`src/rtl/wb_pkg.sv`:
```
// Shared types, width helpers and default address map for the Wishbone interconnect.
package wb_pkg;

  typedef enum logic [0:0] {
    ARB_IDLE  = 1'b0,
    ARB_OWNED = 1'b1
  } arb_state_e;

  localparam int unsigned DEF_NUM_MASTERS    = 2;
  localparam int unsigned DEF_NUM_SLAVES     = 3;
  localparam int unsigned DEF_ADDR_WIDTH     = 32;
  localparam int unsigned DEF_DATA_WIDTH     = 32;
  localparam int unsigned DEF_TIMEOUT_CYCLES = 255;
  localparam int unsigned DEF_RESET_STRETCH  = 4;

  // Slave 0 in the low bits, slave N-1 in the high bits.
  localparam logic [DEF_NUM_SLAVES*DEF_ADDR_WIDTH-1:0] DEF_SLAVE_BASE =
    {32'h2000_0000, 32'h1000_0000, 32'h0000_0000};
  localparam logic [DEF_NUM_SLAVES*DEF_ADDR_WIDTH-1:0] DEF_SLAVE_MASK =
    {32'hF000_0000, 32'hF000_0000, 32'hF000_0000};

  // Index width for n items, never below one bit.
  function automatic int unsigned idx_w(input int unsigned n);
    return (n > 1) ? $clog2(n) : 1;
  endfunction

  // Width of the grant index: clog2(NUM_MASTERS).
  function automatic int unsigned mst_idx_w(input int unsigned num_masters);
    return idx_w(num_masters);
  endfunction

  // Width of the timeout counter: clog2(TIMEOUT_CYCLES+1).
  function automatic int unsigned to_cnt_w(input int unsigned timeout_cycles);
    return idx_w(timeout_cycles + 1);
  endfunction

endpackage

```
`src/rtl/wb_rr_arbiter.sv`:
```
// Round-robin picker: combinational grant from last_grant+1, last_grant updated on take.
module wb_rr_arbiter
  import wb_pkg::*;
#(
  parameter  int unsigned N     = 2,
  localparam int unsigned IDX_W = mst_idx_w(N)
) (
  input  logic             clk_i,
  input  logic             srst_i,
  input  logic [N-1:0]     req_i,
  input  logic             take_i,
  output logic [N-1:0]     gnt_oh_c_o,
  output logic [IDX_W-1:0] gnt_idx_c_o,
  output logic             valid_c_o
);

  logic [IDX_W-1:0] last_q, last_d;

  // Search requesters starting after the last winner, wrapping modulo N.
  always_comb begin
    int unsigned cand;
    gnt_oh_c_o  = '0;
    gnt_idx_c_o = '0;
    valid_c_o   = 1'b0;
    for (int unsigned k = 1; k <= N; k++) begin
      cand = 32'(last_q) + k;
      if (cand >= N) cand = cand - N;
      if (!valid_c_o && req_i[IDX_W'(cand)]) begin
        valid_c_o               = 1'b1;
        gnt_idx_c_o             = IDX_W'(cand);
        gnt_oh_c_o[IDX_W'(cand)] = 1'b1;
      end
    end
  end

  // Remember the winner only when the owner actually latches it.
  always_comb begin
    last_d = last_q;
    if (take_i && valid_c_o) last_d = gnt_idx_c_o;
  end

  // last_grant starts at N-1 so master 0 wins first.
  always_ff @(posedge clk_i) begin
    if (srst_i) last_q <= IDX_W'(N - 1);
    else        last_q <= last_d;
  end

endmodule

```
`src/rtl/wb_interconnect.sv`:
```
// Shared-bus Wishbone interconnect: RR arbitration, address decode, error responder, timeout.
module wb_interconnect
  import wb_pkg::*;
#(
  parameter  int unsigned NUM_MASTERS    = DEF_NUM_MASTERS,
  parameter  int unsigned NUM_SLAVES     = DEF_NUM_SLAVES,
  parameter  int unsigned ADDR_WIDTH     = DEF_ADDR_WIDTH,
  parameter  int unsigned DATA_WIDTH     = DEF_DATA_WIDTH,
  parameter  logic [NUM_SLAVES*ADDR_WIDTH-1:0] SLAVE_BASE = DEF_SLAVE_BASE,
  parameter  logic [NUM_SLAVES*ADDR_WIDTH-1:0] SLAVE_MASK = DEF_SLAVE_MASK,
  parameter  int unsigned TIMEOUT_CYCLES = DEF_TIMEOUT_CYCLES,
  parameter  int unsigned RESET_STRETCH  = DEF_RESET_STRETCH,
  localparam int unsigned SEL_WIDTH      = DATA_WIDTH / 8
) (
  input  logic                              clock,
  input  logic                              reset,
  output logic                              clk_o,
  output logic                              rst_o,
  input  logic [NUM_MASTERS-1:0]            m_cyc,
  input  logic [NUM_MASTERS-1:0]            m_stb,
  input  logic [NUM_MASTERS-1:0]            m_we,
  input  logic [NUM_MASTERS*ADDR_WIDTH-1:0] m_adr,
  input  logic [NUM_MASTERS*DATA_WIDTH-1:0] m_dat_w,
  input  logic [NUM_MASTERS*SEL_WIDTH-1:0]  m_sel,
  output logic [DATA_WIDTH-1:0]             m_dat_r,
  output logic [NUM_MASTERS-1:0]            m_ack,
  output logic [NUM_MASTERS-1:0]            m_err,
  output logic [NUM_SLAVES-1:0]             s_cyc,
  output logic [NUM_SLAVES-1:0]             s_stb,
  output logic                              s_we,
  output logic [ADDR_WIDTH-1:0]             s_adr,
  output logic [DATA_WIDTH-1:0]             s_dat_w,
  output logic [SEL_WIDTH-1:0]              s_sel,
  input  logic [NUM_SLAVES*DATA_WIDTH-1:0]  s_dat_r,
  input  logic [NUM_SLAVES-1:0]             s_ack,
  input  logic [NUM_SLAVES-1:0]             s_err
);

  localparam int unsigned MIDX_W = mst_idx_w(NUM_MASTERS);
  localparam int unsigned SIDX_W = idx_w(NUM_SLAVES);
  localparam int unsigned TO_W   = to_cnt_w(TIMEOUT_CYCLES);
  localparam int unsigned RS_W   = idx_w(RESET_STRETCH + 1);

  arb_state_e              state_q, state_d;
  logic                    rst_q, rst_d;
  logic [RS_W-1:0]         rs_cnt_q, rs_cnt_d;
  logic [TO_W-1:0]         to_cnt_q, to_cnt_d;
  logic                    err_q, err_d;
  logic [MIDX_W-1:0]       gnt_idx_q, gnt_idx_d;
  logic [NUM_MASTERS-1:0]  gnt_oh_q, gnt_oh_d;

  logic [NUM_MASTERS-1:0]  arb_oh_c;
  logic [MIDX_W-1:0]       arb_idx_c;
  logic                    arb_valid_c;
  logic                    take_c;

  logic                    cyc_g_c, stb_g_c, active_c, strobe_c;
  logic [ADDR_WIDTH-1:0]   adr_g_c;
  logic                    hit_c;
  logic [SIDX_W-1:0]       sidx_c;
  logic [NUM_SLAVES-1:0]   sel_oh_c;
  logic                    s_ack_sel_c, s_err_sel_c;
  logic                    slv_ack_c, slv_err_c, unm_err_c, to_err_c;
  logic                    ack_c, err_c;

  wb_rr_arbiter #(
    .N (NUM_MASTERS)
  ) u_arb (
    .clk_i       (clock),
    .srst_i      (~reset),
    .req_i       (m_cyc),
    .take_i      (take_c),
    .gnt_oh_c_o  (arb_oh_c),
    .gnt_idx_c_o (arb_idx_c),
    .valid_c_o   (arb_valid_c)
  );

  // Wishbone reset stays high for RESET_STRETCH edges after release.
  always_comb begin
    rs_cnt_d = rs_cnt_q;
    rst_d    = 1'b0;
    if (rs_cnt_q != RS_W'(RESET_STRETCH)) begin
      rs_cnt_d = rs_cnt_q + RS_W'(1);
      rst_d    = 1'b1;
    end
  end

  // Arbiter next state: grant from IDLE, release when the owner drops cyc.
  always_comb begin
    state_d   = state_q;
    take_c    = 1'b0;
    gnt_idx_d = gnt_idx_q;
    gnt_oh_d  = gnt_oh_q;
    case (state_q)
      ARB_IDLE: begin
        if (arb_valid_c) begin
          state_d   = ARB_OWNED;
          take_c    = 1'b1;
          gnt_idx_d = arb_idx_c;
          gnt_oh_d  = arb_oh_c;
        end
      end
      ARB_OWNED: begin
        if (!cyc_g_c) state_d = ARB_IDLE;
      end
      default: state_d = ARB_IDLE;
    endcase
    if (rst_q) begin
      state_d   = ARB_IDLE;
      take_c    = 1'b0;
      gnt_idx_d = gnt_idx_q;
      gnt_oh_d  = gnt_oh_q;
    end
  end

  // Granted master's bus signals.
  always_comb begin
    cyc_g_c  = m_cyc[gnt_idx_q];
    stb_g_c  = m_stb[gnt_idx_q];
    adr_g_c  = m_adr[gnt_idx_q*ADDR_WIDTH +: ADDR_WIDTH];
    active_c = (state_q == ARB_OWNED) && cyc_g_c;
    strobe_c = active_c && stb_g_c;
  end

  // Address decode, lowest matching slave index wins.
  always_comb begin
    hit_c    = 1'b0;
    sidx_c   = '0;
    sel_oh_c = '0;
    for (int i = 0; i < NUM_SLAVES; i++) begin
      if (!hit_c &&
          ((adr_g_c & SLAVE_MASK[i*ADDR_WIDTH +: ADDR_WIDTH]) ==
           SLAVE_BASE[i*ADDR_WIDTH +: ADDR_WIDTH])) begin
        hit_c       = 1'b1;
        sidx_c      = SIDX_W'(i);
        sel_oh_c[i] = 1'b1;
      end
    end
  end

  // Response merge: slave err beats ack; unmapped and timeout errors are internal.
  always_comb begin
    s_ack_sel_c = s_ack[sidx_c];
    s_err_sel_c = s_err[sidx_c];
    slv_err_c   = strobe_c && hit_c && s_err_sel_c;
    slv_ack_c   = strobe_c && hit_c && s_ack_sel_c && !s_err_sel_c;
    unm_err_c   = active_c && err_q;
    to_err_c    = strobe_c && (to_cnt_q == TO_W'(TIMEOUT_CYCLES)) &&
                  !(hit_c && (s_ack_sel_c || s_err_sel_c));
    err_c       = slv_err_c || unm_err_c || to_err_c;
    ack_c       = slv_ack_c && !err_c;
    err_d       = strobe_c && !hit_c && !err_q;
    to_cnt_d    = (strobe_c && !ack_c && !err_c) ? to_cnt_q + TO_W'(1) : '0;
  end

  // All state registers, synchronous active-low reset.
  always_ff @(posedge clock) begin
    if (!reset) begin
      rst_q     <= 1'b1;
      rs_cnt_q  <= '0;
      state_q   <= ARB_IDLE;
      gnt_idx_q <= '0;
      gnt_oh_q  <= '0;
      to_cnt_q  <= '0;
      err_q     <= 1'b0;
    end else begin
      rst_q     <= rst_d;
      rs_cnt_q  <= rs_cnt_d;
      state_q   <= state_d;
      gnt_idx_q <= gnt_idx_d;
      gnt_oh_q  <= gnt_oh_d;
      to_cnt_q  <= to_cnt_d;
      err_q     <= err_d;
    end
  end

  assign clk_o   = clock;
  assign rst_o   = rst_q;
  assign s_cyc   = {NUM_SLAVES{active_c}} & sel_oh_c;
  assign s_stb   = {NUM_SLAVES{strobe_c}} & sel_oh_c;
  assign s_we    = m_we[gnt_idx_q];
  assign s_adr   = adr_g_c;
  assign s_dat_w = m_dat_w[gnt_idx_q*DATA_WIDTH +: DATA_WIDTH];
  assign s_sel   = m_sel[gnt_idx_q*SEL_WIDTH +: SEL_WIDTH];
  assign m_ack   = {NUM_MASTERS{ack_c}} & gnt_oh_q;
  assign m_err   = {NUM_MASTERS{err_c}} & gnt_oh_q;
  assign m_dat_r = (active_c && hit_c) ? s_dat_r[sidx_c*DATA_WIDTH +: DATA_WIDTH] : '0;

endmodule

```
`config.mk`:
```
export PLATFORM = sky130hd
export DESIGN_NAME = wb_interconnect
export DESIGN_NICKNAME = d
export VERILOG_FILES = /design/src/rtl/wb_pkg.sv /design/src/rtl/wb_rr_arbiter.sv /design/src/rtl/wb_interconnect.sv
export SDC_FILE = /design/constraint.sdc
export NUM_CORES = 1
export LEC_CHECK = 0
export CAP_MARGIN = 20
export CORE_AREA = 2 2 139 141
export DETAILED_ROUTE_END_ITERATION = 12
export DIE_AREA = 0 0 141 143
export PLACE_DENSITY = 0.57
export SYNTH_ARGS = -nofsm -noshare
export SYNTH_HDL_FRONTEND = slang
export SYNTH_SLANG_ARGS = --single-unit
```
`constraint.sdc`:
```
create_clock -name clock -period 4.9 [get_ports clock]
set_clock_uncertainty 0.15 [all_clocks]
set_input_delay 0.49 -clock clock [delete_from_list [all_inputs] [get_ports clock]]
set_output_delay 0.49 -clock clock [all_outputs]
set_load 0.01 [all_outputs]
```
==> impl_metrics.tcl <==
set metrics [dict create \
    status "complete, no violations" \
    layout.nets 915 \
    nFillCells 1937 \
    n_antenna_cell 0 \
    power_switching_mw 0.190 \
    grt_pass1_vias 3862 \
    ant_nets 0 \
    slowest_delay_ns 0.61 \
    multi_input_area_mm2 0.00216 \
    setup_viol 0 \
    drc 0 \
    fp.dieArea_mm2 0.0202 \
    post-route-util 0.356 \
    final.setup.tns_ns 0 \
    grt_usage 0.135 \
    ff_latch_area_um2 364 \
    cts_tree "built" \
    synth.distinct_cells 44 \
    worst-path-stages 7 \
    p_leak_nw 2.55 \
    post-route-min-period_ns 3.98 \
    cpLargestDelayFamily "buffers and inverters" \
    pwr-share-clk 0.379 \
    muxShareOfSynthArea 0.427 \
    cp_max_fo 34 \
    grt_max_degree 67 \
    comb_power_share 0.439 \
    path_clk_slew_ns 0.05 \
    synth_top_family_by_area "multiplexers" \
    antenna_found_initial 0 \
    timing.fmax_ghz 0.251 \
    wl_per_cell_um 16.5 \
    worst_slew_pin_slew_ns 0.748 \
    ys_warn_count 0 \
    synth_top_cell_by_area "mux2_2" \
    synth-compound-area-share 0.174 \
    clock_latency_ns 0.36 \
    hold_class "flop to flop" \
    synth_fa_ha_area_frac 0.0141 \
    vias_per_cell 4.21 \
    syn_nets 571 \
    synth_top_area_share 0.299 \
    ctsHoldBuffers 0 \
    first_pass_iters 4 \
    cts_setup_buffers 0 \
    switching_share 0.224 \
    final_common_cell "clkdlybuf4s50_1" \
    synth-seq-area-share 0.135 \
    synth_xor_area_frac 0.0230 \
    synth_simple_gate_area_frac 0.169 \
    rsz0062_at_grt "false" \
    ys_async_sr_fraction 0 \
    syn2layout_area_growth_pct 148 \
    path_cells "clkdlybuf4s50_1, or4b_4, a21o_2, buf_4, mux2i_1, a211oi_1, clkdlybuf4s50_1" \
    start_util 0.144 \
    gr-usage-met3 0.0288 \
    cp-start-kind "primary input" \
    gp_congestion 0.742 \
    path_buf_inv 3 \
    synth_edf_count 0 \
    r2r_slack_ns 2.63 \
    ys.flop_type "dfxtp_1" \
    num_rows 50 \
    cp-end-kind "output pin" \
    worstPathRequired_ns 4.26 \
    cts_resized 0 \
    met2_usage 0.259 \
    period_share 0.812 \
    wirelength_um 14800 \
    worstPathArrival_ns 3.34 \
    relSlewSlack 0.501 \
    coreArea_mm2 0.0186 \
    critPathKind "primary input to output pin" \
    die_height_um 143 \
    p_per_area_mw_per_mm2 128 \
    layout_common_cells "clkdlybuf4s50_1 (358), mux2_2 (71), nor2_1 (49)" \
    grt.overflow.total 0 \
    drt_first_iter_violations 109 \
    grt_pass1_wl_um 21300 \
    crit_top_cell "clkdlybuf4s50_1" \
    drive_gt1_frac 0.134 \
    slowest_stage "clkdlybuf4s50_1" \
    port_buffers 358 \
    netlist_instances 322 \
    p_seq_frac 0.182 \
    ff2ff_path_depth 5 \
    synth_area_mm2 0.00267 \
    met1_usage 0.155 \
    dpl.hpwl_um 12500 \
    synthTopCellsByArea "mux2_2 (30%), dfxtp_1 (13%), mux2i_1 (13%)" \
    ys_seq_elements 18 \
    report.final.slew_viol_count 0 \
    maxCapViolCount 0 \
    dr_total_vias 3784 \
    dieWidth_um 141 \
    min_path_cells 1 \
    final-hold-violation-count 0 \
    pin_count 359 \
    ir_drop_mv 0.0973 \
    avgSynthCellArea_um2 8.29 \
    busiest_layer "met2" \
    power.internal_mw 0.659 \
]
[power groups by stage]
| stage | Clock (mW) | Sequential (mW) | Combinational, mW |
|---|---|---|---|
| after global routing | 0.337 | 0.156 | 0.399 |
| final | 0.322 | 0.155 | 0.373 |
| after CTS | 0.328 | 0.155 | 0.378 |
| after detailed placement | 0.0208 | 0.158 | 0.374 |
| after floorplan | 0.0168 | 0.157 | 0.0983 |
| after global placement | 0.0208 | 0.158 | 0.374 |
[metrics by stage]
stage	setup slack (ns)	cell area [µm²]	total power [mW]	hold WS, ns	instances
6_report	0.922	6620	0.850	0.272	899
5_1_grt	0.792	6620	0.891	0.296	899
4_1_cts	0.931	6620	0.860	0.276	899
3_5_place_dp	0.949	6460	0.553	0.268	892
3_3_place_gp	0.930	6460	0.553	0.259	892
2_1_floorplan	1.69	2670	0.272	0.251	322
[cell families after synthesis]
logic type / after synthesis
flops: 18
mux: 105
xor+xnor: 7
simple gates: 96
buf+inv: 34
compound gates: 59
fa+ha+maj: 3
[layout make-up]
type,count,share of cell area
timing repair buffer,361,0.544
multi-input combinational,270,0.326
sequential,18,0.0550
tap,234,0.0442
clock buffer,8,0.0263
inverter,8,0.00454
[cell usage after synthesis (all sizes together), types with 3 or more instances]
cell type,n
mux2,71
nor2,49
a211oi,35
mux2i,34
dfxtp,18
clkbuf,16
nand2,15
nand3,11
buf,10
inv,8
a21oi,6
and2,4
xor2,4
a21o,3
ha,3
xnor2,3
[layer usage]
layer | vias to the layer above | wire length, µm | share of wire
met4 | 0 | 92 | 0.0062
met1 | 1702 | 5820 | 0.39
met5 | - | 0 | 0
met2 | 190 | 7880 | 0.53
met3 | 7 | 1000 | 0.068
li1 | 1885 | - | -
[flip-flops by register name (all words and copies together), names as in the netlist]
| register | cells |
|---|---|
| gnt_idx_q | 1 |
| rst_o | 1 |
| gnt_oh_q | 2 |
| to_cnt_q | 8 |
| state_q | 1 |
| u_arb.last_q | 1 |
| rs_cnt_q | 3 |
| err_q | 1 |
[final timing paths]
check / start / end
setup / recovery: m_adr[31] / m_dat_r[24]
hold / removal: err_q / err_q
hold reg to reg: err_q / err_q
setup reg to reg: gnt_idx_q / to_cnt_q[2]
(Power assumes the default switching activity.)
